## config.mk

```make
export PLATFORM = sky130hd
export DESIGN_NAME = sender_msg_streamer
export DESIGN_NICKNAME = d
export VERILOG_FILES = /design/src/rtl/sender_msg_streamer_pkg.sv /design/src/rtl/sender_msg_streamer_fifo.sv /design/src/rtl/sender_msg_streamer.sv
export SDC_FILE = /design/constraint.sdc
export NUM_CORES = 1
export LEC_CHECK = 0
export BUFFER_PORTS_ARGS = -buffer_cell sky130_fd_sc_hd__buf_2
export CORE_MARGIN = 3
export CORE_UTILIZATION = 44
export CTS_CLUSTER_DIAMETER = 150
export DETAILED_ROUTE_END_ITERATION = 16
export PLACE_DENSITY = 0.66
export SYNTH_ARGS = -nofsm -noshare
export SYNTH_HDL_FRONTEND = slang
export SYNTH_HIERARCHICAL = 1
export SYNTH_SLANG_ARGS = --single-unit
```

## constraint.sdc

```tcl
create_clock -name clk -period 7.9 [get_ports clk]
set_clock_uncertainty 0.1 [all_clocks]
set_input_delay 1.58 -clock clk [delete_from_list [all_inputs] [get_ports clk]]
set_output_delay 1.58 -clock clk [all_outputs]
set_load 0.1 [all_outputs]
```

## src/rtl/sender_msg_streamer_pkg.sv

```systemverilog
// sender_msg_streamer_pkg: shared state, data types and configuration check for the message streamer
package sender_msg_streamer_pkg;
  typedef enum logic [2:0] {IDLE, WAIT, FETCH, DRAIN, DONE} state_t;
  typedef logic [127:0] block_t;
  function automatic bit cfg_ok(input int depth, input int lat);
    return lat >= 0 && lat <= 4 && depth >= lat + 1 && (depth & (depth - 1)) == 0;
  endfunction
endpackage

```

## src/rtl/sender_msg_streamer_fifo.sv

```systemverilog
// msg_stream_fifo: first-word-fall-through synchronous FIFO carrying a message plus its last flag
module msg_stream_fifo #(
  parameter int DEPTH = 4,
  parameter int W = 129,
  localparam int AW = DEPTH > 1 ? $clog2(DEPTH) : 1,
  localparam int CW = $clog2(DEPTH + 1)
) (
  input  logic          clk,
  input  logic          rst,
  input  logic          wr,
  input  logic [W-1:0]  wdata,
  input  logic          rd,
  output logic [W-1:0]  rdata,
  output logic          full,
  output logic          empty,
  output logic [CW-1:0] count
);
  logic [W-1:0] mem [DEPTH];
  logic [AW-1:0] wp, rp;
  logic do_wr, do_rd;
  function automatic logic [AW-1:0] inc(input logic [AW-1:0] p);
    return p == AW'(DEPTH - 1) ? '0 : p + 1'b1;
  endfunction
  assign empty = count == '0;
  assign full = count == CW'(DEPTH);
  assign do_rd = rd && !empty;
  assign do_wr = wr && (!full || do_rd);
  assign rdata = empty ? '0 : mem[rp];
  always_ff @(posedge clk)
    if (!rst) begin
      wp <= '0;
      rp <= '0;
      count <= '0;
    end else begin
      if (do_wr) wp <= inc(wp);
      if (do_rd) rp <= inc(rp);
      count <= count + CW'(do_wr) - CW'(do_rd);
    end
  always_ff @(posedge clk)
    if (do_wr) mem[wp] <= wdata;
endmodule

```

## src/rtl/sender_msg_streamer.sv

```systemverilog
// sender_msg_streamer: sweeps cluster messages into a credit-controlled valid/ready stream; MSG_STREAM_CHECKSUM_EN adds m_checksum
module sender_msg_streamer
  import sender_msg_streamer_pkg::*;
#(
  parameter int MSG_NUM = 8,
  parameter int READ_LATENCY = 1,
  parameter int FIFO_DEPTH = 4,
  parameter int IDX_W = 32
) (
  input  logic             clk,
  input  logic             rst,
  input  logic             start,
  input  logic             cluster_done,
  output logic [IDX_W-1:0] msg_index,
  input  logic [127:0]     msg_in,
  output logic             m_valid,
  input  logic             m_ready,
  output logic [127:0]     m_data,
  output logic             m_last,
  output logic             busy,
  output logic             done
`ifdef MSG_STREAM_CHECKSUM_EN
  ,
  output logic [127:0]     m_checksum
`endif
);
  localparam int CW = $clog2(FIFO_DEPTH + 1);
  state_t state, nxt;
  logic [IDX_W-1:0] idx;
  logic [CW-1:0] cnt;
  logic [2:0] infl;
  logic [128:0] head;
  logic full, empty, issue, last_idx, hs, wr, wl;
  if (!cfg_ok(FIFO_DEPTH, READ_LATENCY) || MSG_NUM < 1) begin : g_bad_cfg
    $error("sender_msg_streamer: invalid MSG_NUM/READ_LATENCY/FIFO_DEPTH");
  end
  assign last_idx = idx == IDX_W'(MSG_NUM - 1);
  assign issue = state == FETCH && int'(cnt) + int'(infl) < FIFO_DEPTH;
  assign hs = !empty && m_ready;
  always_ff @(posedge clk)
    state <= !rst ? IDLE : nxt;
  always_comb begin
    nxt = state;
    case (state)
      IDLE:    nxt = start ? WAIT : IDLE;
      WAIT:    nxt = cluster_done ? FETCH : WAIT;
      FETCH:   nxt = issue && last_idx ? DRAIN : FETCH;
      DRAIN:   nxt = hs && head[128] && infl == '0 && cnt == CW'(1) ? DONE : DRAIN;
      default: nxt = IDLE;
    endcase
  end
  always_ff @(posedge clk)
    if (!rst || state == IDLE || state == DONE) idx <= '0;
    else if (issue && !last_idx) idx <= idx + 1'b1;
  // valid/last travel alongside the cluster read so each message is captured when it matures
  if (READ_LATENCY > 0) begin : g_pipe
    logic [READ_LATENCY-1:0] pv, pl;
    always_ff @(posedge clk)
      if (!rst) begin
        pv <= '0;
        pl <= '0;
      end else begin
        pv <= READ_LATENCY'({pv, issue});
        pl <= READ_LATENCY'({pl, issue && last_idx});
      end
    assign wr = pv[READ_LATENCY-1];
    assign wl = pl[READ_LATENCY-1];
    assign infl = 3'($countones(pv));
  end else begin : g_direct
    assign wr = issue;
    assign wl = last_idx;
    assign infl = '0;
  end
  msg_stream_fifo #(.DEPTH(FIFO_DEPTH), .W(129)) u_fifo (
    .clk(clk),
    .rst(rst),
    .wr(wr),
    .wdata({wl, msg_in}),
    .rd(hs),
    .rdata(head),
    .full(full),
    .empty(empty),
    .count(cnt)
  );
  always_ff @(posedge clk)
    if (rst && wr) assert (!full || hs);
  always_comb begin
    busy = state != IDLE;
    done = state == DONE;
    msg_index = idx;
    m_valid = !empty;
    m_data = head[127:0];
    m_last = head[128];
  end
`ifdef MSG_STREAM_CHECKSUM_EN
  always_ff @(posedge clk)
    if (!rst || (state == WAIT && cluster_done)) m_checksum <= '0;
    else if (hs) m_checksum <= m_checksum ^ head[127:0];
`endif
endmodule

```

==> summary.txt <==
Worst-Skew Late Latency: 0.60 ns
gr usage total: 17.8%
Resize count post-CTS: 0
met3 Use GR: 5.38%
H-tree depth: 2
most frequent cells in the layout: edfxtp_1, buf_2, nor2b_1
worst reg2reg path depth: 6
final instance area: 25900 um^2
clk root buf: clkbuf_16
max cap viols: 0
GRT Max-Usage Layer: met2
path type of the worst min-delay path: reg2reg
drt pass-1 iters: 4
# DRC: 0
pin count of the biggest net entering global routing: 116
clock buffer depth: 3
origin of the critical flop-to-flop path: u_fifo/count[2]$_SDFF_PN0_
GR Overflow Total: 0
Die Ht: 229 um
layout cell share with drive strength beyond 1: 36.6%
Detailed Place HPWL: 28000 um
Pleak: 0.00864 uW
Die X: 229 um
# port buffers: 296
GR Layer Usage met2: 28.4%
final std cells w/o fill: 2117
CP Max Fanout: 40
postcts setup bufs: 0
num ports: 297
filler cell count: 3849
Period minus WS final: 5.08 ns
synthesis-to-finish area growth: 18.5%
cell count of the worst hold path: 0
CTS tree: done
setup tns final: 0 ns
fin. max-slew vios: 0
Worst Hold Launch: g_pipe.pl$_SDFF_PN0_
Die ar.: 52300 um^2
final hold vios: 0
Worst Path Arrival: 3.40 ns
Synth warnings: 6
Placement Cell Area: 24000 um^2
r2r setup slk: 4.34 ns
Via-to-Cell Ratio: 5.32
WL final: 46400 um
initial core utilization: 45.1%
Syn Inst Count: 1096
first-pass GRT wire length: 71500 um
syn_area_per_cell: 19.9 um^2
Final ANT Viol Nets: 0
initial antenna violation count: 17
worst rel slew slack: 27.5%
drt wl/cell: 21.9 um
hold_buf cts: 0
initial drt markers: 697
slowest stage delay, CP: 0.86 ns
gp weighted congestion: 0.791
FP Rows: 80
Startpoint Class: flop
DR vias: 11300
Power Dens Cells: 243 nW/um^2
Worst-path clk slew: 0.06 ns
syn nets: 1237
CP max-delay cell: dfxtp_4
outcome: complete, no violations
vias in the first global route: 11800
CP Class: reg2out
mapped cell area: 21800 um^2
Final Setup Violations: 0
final net count: 1551
Critical Path RT: 6.22 ns
Least-Margin Pin Slew: 1.09 ns
post-route clock period utilization: 64.4%
critical path, cell by cell: buf_4 > mux4_2 > nor2b_1 > buf_2
Worst setup EP type: output port
commonest non-fill, non-tap cell in the layout: edfxtp_1
FF-to-FF End: u_fifo/mem[2][123]$_DFFE_PP_
total placed cells including tap cells: 2006
Worst VDD drop: 174 uV
Placeable Area: 48300 um^2
total CTS buffers: 58
f_max: 197 MHz
RSZ-0062 raised after global routing: no
WHS Endpoint: u_fifo/mem[0][128]$_DFFE_PP_
TritonCTS Sinks: 562
GRT met1 Usage: 24.1%
## layer usage
layer  vias up  share of wire, %  wire length [um]
li1       5022                 -                 -
met2       328                48             22300
met5         -              0.35               161
met3        79               7.5              3490
met1      5807                42             19700
met4        22               1.7               791
## worst max path at each step
stage	startpoint	end	slack, ns	cells past startpoint
2_1_floorplan	m_ready	u_fifo/mem[0][0]$_DFFE_PP_	2.24	3
3_3_place_gp	flop	m_data[85]	3.31	4
3_5_place_dp	flop	m_data[85]	3.30	4
4_1_cts	flop	m_data[85]	2.64	4
5_1_grt	flop	m_data[65]	2.50	4
6_report	flop	m_data[65]	2.82	4
## registers in the layout (all words and copies together) (netlist names), named ones only
name / flops
u_fifo/mem: 516
msg_index: 32
state: 3
u_fifo/count: 3
u_fifo/rp: 2
u_fifo/wp: 2
g_pipe.pl: 1
g_pipe.pv: 1
## per-stage QoR
step           power (uW)  util, %  setup WS (ns)  hold slack, ns
3_5_place_dp         3710     49.6           3.30           0.364
3_3_place_gp         3710     49.6           3.31           0.363
4_1_cts              6350     53.4           2.64           0.386
2_1_floorplan        3600        -           2.24           0.338
6_report             6270     53.5           2.82           0.381
5_1_grt              6500     53.4           2.50           0.395
## critical path: cells and delay by family (launching register included)
family,cells,cell delay (ns)
flops,1,0.86
buf+inv,2,1.12
mux,1,0.61
simple gates,1,0.15
## power by group
part	internal, uW	total, uW	switching (uW)
logic	73.5	374	300
clock network	1530	2630	1100
registers	3260	3270	7.82
total	4870	6270	1410
## area by class of cell
type / count / area, um^2 / share of cell area, %
sequential: 562 / 16400 / 63.5
clock inverter: 37 / 357 / 1.38
clock buffer: 68 / 1510 / 5.84
multi-input combinational: 465 / 5050 / 19.5
inverter: 13 / 48.8 / 0.189
tap: 656 / 821 / 3.17
antenna: 6 / 15.0 / 0.0581
timing repair buffer: 310 / 1620 / 6.28
No activity file was read; power rests on OpenSTA's default activity.
